$ cat src/rtl/dbg_apb_pkg.sv
// rtl/dbg_apb_pkg.sv - shared types and constants for the debug APB to BVCI bridge
//
// Purpose: FSM state encoding, BVCI command codes and default window/timeout values
// used by dbg_apb2bvci and its timeout sub-module.
package dbg_apb_pkg;

  typedef enum logic [1:0] {
    IDLE = 2'd0,
    CMD  = 2'd1,
    RSP  = 2'd2,
    DONE = 2'd3
  } state_e;

  localparam logic [1:0]  CMD_RD        = 2'b01;
  localparam logic [1:0]  CMD_WR        = 2'b10;
  localparam logic [23:0] WIN_BASE_DFLT = 24'hFFFF00;
  localparam logic [7:0]  CMD_TMO_DFLT  = 8'd64;

endpackage

$ cat src/rtl/dbg_apb2bvci_tmo.sv
// rtl/dbg_apb2bvci_tmo.sv - command-phase timeout counter for the debug bridge
//
// Purpose: counts clk cycles spent waiting for dbg_cmdack and flags expiry.
// Ports:
//   clk, rst_a  clock and asynchronous active-high reset
//   clr         synchronous clear, wins over en
//   en          count one cycle
//   expired     counter has reached CMD_TMO-1 (holds there until cleared)
module dbg_apb2bvci_tmo #(
  parameter logic [7:0] CMD_TMO = 8'd64
) (
  input  logic clk,
  input  logic rst_a,
  input  logic clr,
  input  logic en,
  output logic expired
);

  logic [7:0] cnt_q;

  // Entered at 0, so the expiry edge is the CMD_TMO-th edge spent in the command phase.
  assign expired = (cnt_q == CMD_TMO - 8'd1);

  always_ff @(posedge clk or posedge rst_a) begin
    if (rst_a) begin
      cnt_q <= '0;
    end else if (clr) begin
      cnt_q <= '0;
    end else if (en && !expired) begin
      cnt_q <= cnt_q + 8'd1;
    end
  end

endmodule

$ cat src/rtl/dbg_apb2bvci.sv
// rtl/dbg_apb2bvci.sv - APB3 completer issuing single-beat BVCI debug transactions
//
// Purpose: turns one debug-APB transfer at a time into a BVCI command/response pair
// aimed at the debug register window selected by WIN_BASE.
// Ports:
//   clk, rst_a                    clock, asynchronous active-high reset
//   pclkdbg_en                    APB clock enable (qualifies all APB sampling/updates)
//   pseldbg/penabledbg/pwritedbg  APB control; paddrdbg word address, pwdatadbg write data
//   prdatadbg/preadydbg/pslverrdbg  APB completion (registered)
//   dbg_cmdval/dbg_cmdack         BVCI command handshake; dbg_address/be/cmd/wdata payload
//   dbg_rspval/dbg_rspack         BVCI response handshake; dbg_rdata/reop/rerr payload
module dbg_apb2bvci
  import dbg_apb_pkg::*;
#(
  parameter logic [23:0] WIN_BASE = WIN_BASE_DFLT,
  parameter logic [7:0]  CMD_TMO  = CMD_TMO_DFLT
) (
  input  logic        clk,
  input  logic        rst_a,
  input  logic        pclkdbg_en,
  input  logic        pseldbg,
  input  logic        penabledbg,
  input  logic        pwritedbg,
  input  logic [29:0] paddrdbg,
  input  logic [31:0] pwdatadbg,
  output logic [31:0] prdatadbg,
  output logic        preadydbg,
  output logic        pslverrdbg,
  output logic        dbg_cmdval,
  input  logic        dbg_cmdack,
  output logic [31:0] dbg_address,
  output logic [3:0]  dbg_be,
  output logic [1:0]  dbg_cmd,
  output logic [31:0] dbg_wdata,
  input  logic        dbg_rspval,
  output logic        dbg_rspack,
  input  logic [31:0] dbg_rdata,
  input  logic        dbg_reop,
  input  logic        dbg_rerr
);

  state_e      state_q, state_d;
  logic [29:0] addr_q, addr_d;
  logic [31:0] wdata_q, wdata_d;
  logic        write_q, write_d;
  logic [1:0]  cmd_q, cmd_d;
  logic [31:0] rdata_q, rdata_d;
  logic        err_q, err_d;
  logic        abort_q, abort_d;
  logic        cmdval_q, cmdval_d;
  logic        rspack_q, rspack_d;
  logic        pready_q, pready_d;
  logic [31:0] prdata_q, prdata_d;
  logic        pslverr_q, pslverr_d;
  logic        tmo_expired;
  logic        apb_setup;
  logic        host_gone;

  dbg_apb2bvci_tmo #(.CMD_TMO(CMD_TMO)) u_tmo (
    .clk     (clk),
    .rst_a   (rst_a),
    .clr     (state_q != CMD),
    .en      (state_q == CMD),
    .expired (tmo_expired)
  );

  assign apb_setup = pclkdbg_en & pseldbg & ~penabledbg;
  // Host abandoned the transfer, either earlier or on this enabled cycle.
  assign host_gone = abort_q | (pclkdbg_en & ~pseldbg);

  always_comb begin
    state_d   = state_q;
    addr_d    = addr_q;
    wdata_d   = wdata_q;
    write_d   = write_q;
    cmd_d     = cmd_q;
    rdata_d   = rdata_q;
    err_d     = err_q;
    abort_d   = abort_q;
    cmdval_d  = cmdval_q;
    rspack_d  = rspack_q;
    pready_d  = pready_q;
    prdata_d  = prdata_q;
    pslverr_d = pslverr_q;
    unique case (state_q)
      IDLE: begin
        abort_d = 1'b0;
        if (apb_setup) begin
          addr_d  = paddrdbg;
          wdata_d = pwdatadbg;
          write_d = pwritedbg;
          rdata_d = '0;
          if (paddrdbg[29:6] == WIN_BASE) begin
            state_d  = CMD;
            cmdval_d = 1'b1;
            cmd_d    = pwritedbg ? CMD_WR : CMD_RD;
            err_d    = 1'b0;
          end else begin
            state_d = DONE;
            err_d   = 1'b1;
          end
        end
      end
      CMD: begin
        abort_d = host_gone;
        // An ack always wins; a response arriving alongside it is picked up in RSP.
        if (dbg_cmdack) begin
          cmdval_d = 1'b0;
          rspack_d = 1'b1;
          state_d  = RSP;
        end else if (tmo_expired) begin
          cmdval_d = 1'b0;
          err_d    = 1'b1;
          state_d  = host_gone ? IDLE : DONE;
        end
      end
      RSP: begin
        abort_d = host_gone;
        if (dbg_rspval) begin
          rspack_d = 1'b0;
          rdata_d  = write_q ? 32'd0 : dbg_rdata;
          err_d    = dbg_rerr | ~dbg_reop;
          state_d  = host_gone ? IDLE : DONE;
        end
      end
      DONE: begin
        // pready is held for exactly one enabled APB cycle, then everything clears.
        if (pclkdbg_en) begin
          if (pready_q) begin
            pready_d  = 1'b0;
            prdata_d  = '0;
            pslverr_d = 1'b0;
            state_d   = IDLE;
          end else if (pseldbg && penabledbg) begin
            pready_d  = 1'b1;
            prdata_d  = rdata_q;
            pslverr_d = err_q;
          end
        end
      end
      default: state_d = IDLE;
    endcase
  end

  always_ff @(posedge clk or posedge rst_a) begin
    if (rst_a) begin
      state_q   <= IDLE;
      addr_q    <= '0;
      wdata_q   <= '0;
      write_q   <= 1'b0;
      cmd_q     <= '0;
      rdata_q   <= '0;
      err_q     <= 1'b0;
      abort_q   <= 1'b0;
      cmdval_q  <= 1'b0;
      rspack_q  <= 1'b0;
      pready_q  <= 1'b0;
      prdata_q  <= '0;
      pslverr_q <= 1'b0;
    end else begin
      state_q   <= state_d;
      addr_q    <= addr_d;
      wdata_q   <= wdata_d;
      write_q   <= write_d;
      cmd_q     <= cmd_d;
      rdata_q   <= rdata_d;
      err_q     <= err_d;
      abort_q   <= abort_d;
      cmdval_q  <= cmdval_d;
      rspack_q  <= rspack_d;
      pready_q  <= pready_d;
      prdata_q  <= prdata_d;
      pslverr_q <= pslverr_d;
    end
  end

  assign prdatadbg   = prdata_q;
  assign preadydbg   = pready_q;
  assign pslverrdbg  = pslverr_q;
  assign dbg_cmdval  = cmdval_q;
  assign dbg_address = {addr_q, 2'b00};
  assign dbg_be      = 4'hF;
  assign dbg_cmd     = cmd_q;
  assign dbg_wdata   = wdata_q;
  assign dbg_rspack  = rspack_q;

endmodule

$ cat config.mk
export PLATFORM = sky130hd
export DESIGN_NAME = dbg_apb2bvci
export DESIGN_NICKNAME = d
export VERILOG_FILES = /design/src/rtl/dbg_apb_pkg.sv /design/src/rtl/dbg_apb2bvci_tmo.sv /design/src/rtl/dbg_apb2bvci.sv
export SDC_FILE = /design/constraint.sdc
export NUM_CORES = 1
export LEC_CHECK = 0
export BUFFER_PORTS_ARGS = -buffer_cell sky130_fd_sc_hd__buf_2
export CAP_MARGIN = 15
export CORE_AREA = 2 2 102 153
export DETAILED_ROUTE_END_ITERATION = 10
export DIE_AREA = 0 0 104 155
export PLACE_DENSITY_LB_ADDON = 0.05
export SLEW_MARGIN = 20
export SYNTH_ARGS = -nofsm -noshare
export SYNTH_HDL_FRONTEND = slang
export SYNTH_SLANG_ARGS = --single-unit
$ cat constraint.sdc
create_clock -name clk -period 6.4 [get_ports clk]
set_input_delay 1.28 -clock clk [delete_from_list [all_inputs] [get_ports clk]]
set_output_delay 1.28 -clock clk [all_outputs]
set_load 0.02 [all_outputs]
==> results by group <==
Yosys
  – Post-synthesis adder-cell area fraction: 1.07%
  – Compound-Gate Fraction of Synth Area: 10.3%
  – Syn. warnings: 0
  – Share of the synthesized area in the top cell type: 62.2%
  – Main combinational cell family by area after synthesis: simple AND/OR/NAND/NOR gates
  – EDFF count, synth: 0
  – Count of unique library cells instantiated by Yosys: 45
  – Area leader, netlist: dfrtp_1
  – Synthesis-stage register bit count: 145
  – Top_reg_cell synth: dfrtp_1
  – Top post-synthesis cells by area: dfrtp_1 (62%), nand2_1 (17%), a22o_1 (5.0%)
  – Gate Count Post-Synth: 598
  – Syn Area/Cell: 9.76 sq um
  – Multiplexer share of the synthesized area: 1.52%
  – Commonest cells post-synth: nand2_1 (264), dfrtp_1 (145), a22o_1 (33)
  – Post-synth ARST share: 100%
  – Post-Synth XOR/XNOR Area: 0.300%
  – Count leader, synth: nand2_1
  – Netlist Area Pre-Place: 5840 sq um
  – Seq/Total Area, Yosys: 62.2%
  – Post-synthesis simple-gate area fraction: 21.1%

Routing
  – Initial DRC Count: 211
  – DR WL/cell: 14.7 microns
  – First-pass detailed-route iteration total: 4
  – Routed wire length: 14.8 mm
  – Vias: 4768
  – Vias per inst: 4.75
  – ANT nets after route: 0
  – Residual DRC: 0

Clocking
  – CTS root buffer: clkbuf_16
  – CTS tree: yes
  – Reg clk slew, reported paths: 60 ps
  – Post-cts sizing count: 0
  – H-tree depth: 4
  – Num CTS Buffers: 17
  – Postcts setup bufs: 0
  – Clock Path Buffers: 2
  – Cts hold-fix bufs: 0
  – Sink Count: 145
  – Clk_lat worst skew: 410 ps

Layout
  – # nets final: 900
  – N_diodes: 0
  – Final Cell Area: 7570 sq um
  – Share of layout cells above drive strength 1: 31.8%
  – Layout area overhead: 29.6%
  – Final Non-Filler Cells: 1003

Worst setup path
  – Worst Path Required: 6690 ps
  – Maximum fanout along the worst path: 65
  – Setup crit start kind: input port
  – CP Data Arrival Time: 3680 ps
  – Crit path capture type: flop
  – Critical path type: input port to flop

STA
  – Unrepaired setup endpoints after global routing: false
  – Min Tclk post-route: 3390 ps
  – Fin crit share: 53.0%
  – Highest Clock Rate: 295 MHz
  – Setup-failing EPs final: 0
  – Total negative setup slack: 0 ps
  – Fin. Hold Viols: 0
  – Slew HR: 40.5%
  – Hold slack final: 468 ps
  – Slew Viols, Final: 0
  – Final setup skew: 9.66 ps
  – Tightest Pin Transition: 892 ps

Power and ir drop
  – Worst vdd ir: 0.222 mV
  – PD cells: 484 nW/um^2
  – Pleak: 4.13 nW

Floorplan
  – Die width: 104 microns
  – Die Span Y: 155 microns
  – Num rows: 55
  – Top Ports: 210
  – Starting Density: 39.3%
  – Die area: 16100 sq um
  – Core area: 14900 sq um

Run status
  – Status: completed

Job
  – Max Cap Violations: 0

GRT
  – GRT overflow: 0
  – Tot GR Track Use: 18.9%
  – Initial antenna violation count: 0
  – Largest net degree at the start of global routing: 101
  – First-pass GRT wire length: 24.3 mm
  – Vias in the first global route: 4927

Placement
  – PortBufs: 203
  – Gpl congestion: 0.824
  – Dpl hpwl: 10.2 mm
  – Placed insts: 971
  – Area after DPL: 7020 sq um

Hold path
  – HP Class: flop to flop
[cell type report]
type / instances / area [sq um]
flip-flops and latches: 145 / 3630
multi-input cells: 409 / 2040
well taps: 199 / 249
inverters: 9 / 40.0
clock buffers: 18 / 429
repair buffers: 209 / 1060
fillers: 1427 / 7300
clock inverters: 14 / 119
[report_power, final]
part | switching, mW | internal (mW) | total, mW
registers | 0.177 | 1.24 | 1.41
clock network | 0.408 | 0.507 | 0.915
logic | 0.877 | 0.460 | 1.34
total | 1.46 | 2.20 | 3.66
[worst paths after layout]
kind,slack (ps),to,from,depth (start not counted)
setup / recovery,3010,dbg_cmd[1]$_DFFE_PP0P_,pclkdbg_en,7
hold / removal,470,addr_q[13]$_DFFE_PP0P_,addr_q[13]$_DFFE_PP0P_,2
setup reg to reg,3180,dbg_cmd[1]$_DFFE_PP0P_,state_q[0]$_DFFE_PP0P_,8
hold reg to reg,470,addr_q[13]$_DFFE_PP0P_,addr_q[13]$_DFFE_PP0P_,2
max in group asynchronous,4200,prdatadbg[27]$_DFFE_PP0P_,rst_a,3
min in group asynchronous,1050,addr_q[22]$_DFFE_PP0P_,rst_a,2
[stage by stage]
stage                     util [%]  setup WS (ps)  total power, mW
after floorplan                  -           1230             2.29
after global placement        47.2           2690             2.76
after detailed placement      47.2           2680             2.79
after CTS                     50.9           3110             3.73
after global routing          50.9           2700             3.91
final                         50.9           3010             3.66
[kinds of logic (layout without fill, tap and decap cells)]
kind of cell,count (synthesis),after routing
buf+inv,48,250
fa+ha+maj,5,5
other cells,2,6
mux,8,8
flops,145,145
xor+xnor,2,2
simple gates,298,298
compound gates,90,90
[routing by layer]
metal / part of all wire [%] / up-vias / global-route usage [%]
li1: - / 2318 / -
met1: 39 / 2264 / 21.3
met2: 52 / 157 / 33.7
met3: 6.4 / 29 / 5.70
met4: 2.4 / 0 / 7.08
met5: 0 / - / 0
[sequential cells by signal (all words and copies together) (netlist names)]
signal,count
prdatadbg,32
dbg_cmdval,1
abort_q,1
addr_q,30
u_tmo.cnt_q,8
dbg_cmd,2
pslverrdbg,1
preadydbg,1
rdata_q,32
write_q,1
state_q,2
dbg_wdata,32
dbg_rspack,1
err_q,1
[critical path: stages]
cell	delay, ps
buf_2	120
nand3b_1	100
or2_2	110
buf_4	520
clkinv_2	870
nand2_2	330
mux2_1	330
[cell usage in the layout, fill, tap and decap left out, types with 6 or more instances in the layout]
cell type,Yosys,routed
a21oi_1,9,9
a22o_1,33,33
buf_2,0,203
buf_4,6,6
clkbuf_16,0,17
conb_1,2,6
dfrtp_1,145,145
inv_1,7,6
inv_6,0,6
nand2_1,264,264
o21ai_0,17,17
o21ai_1,23,22
Power figures use the tool's default switching activity.
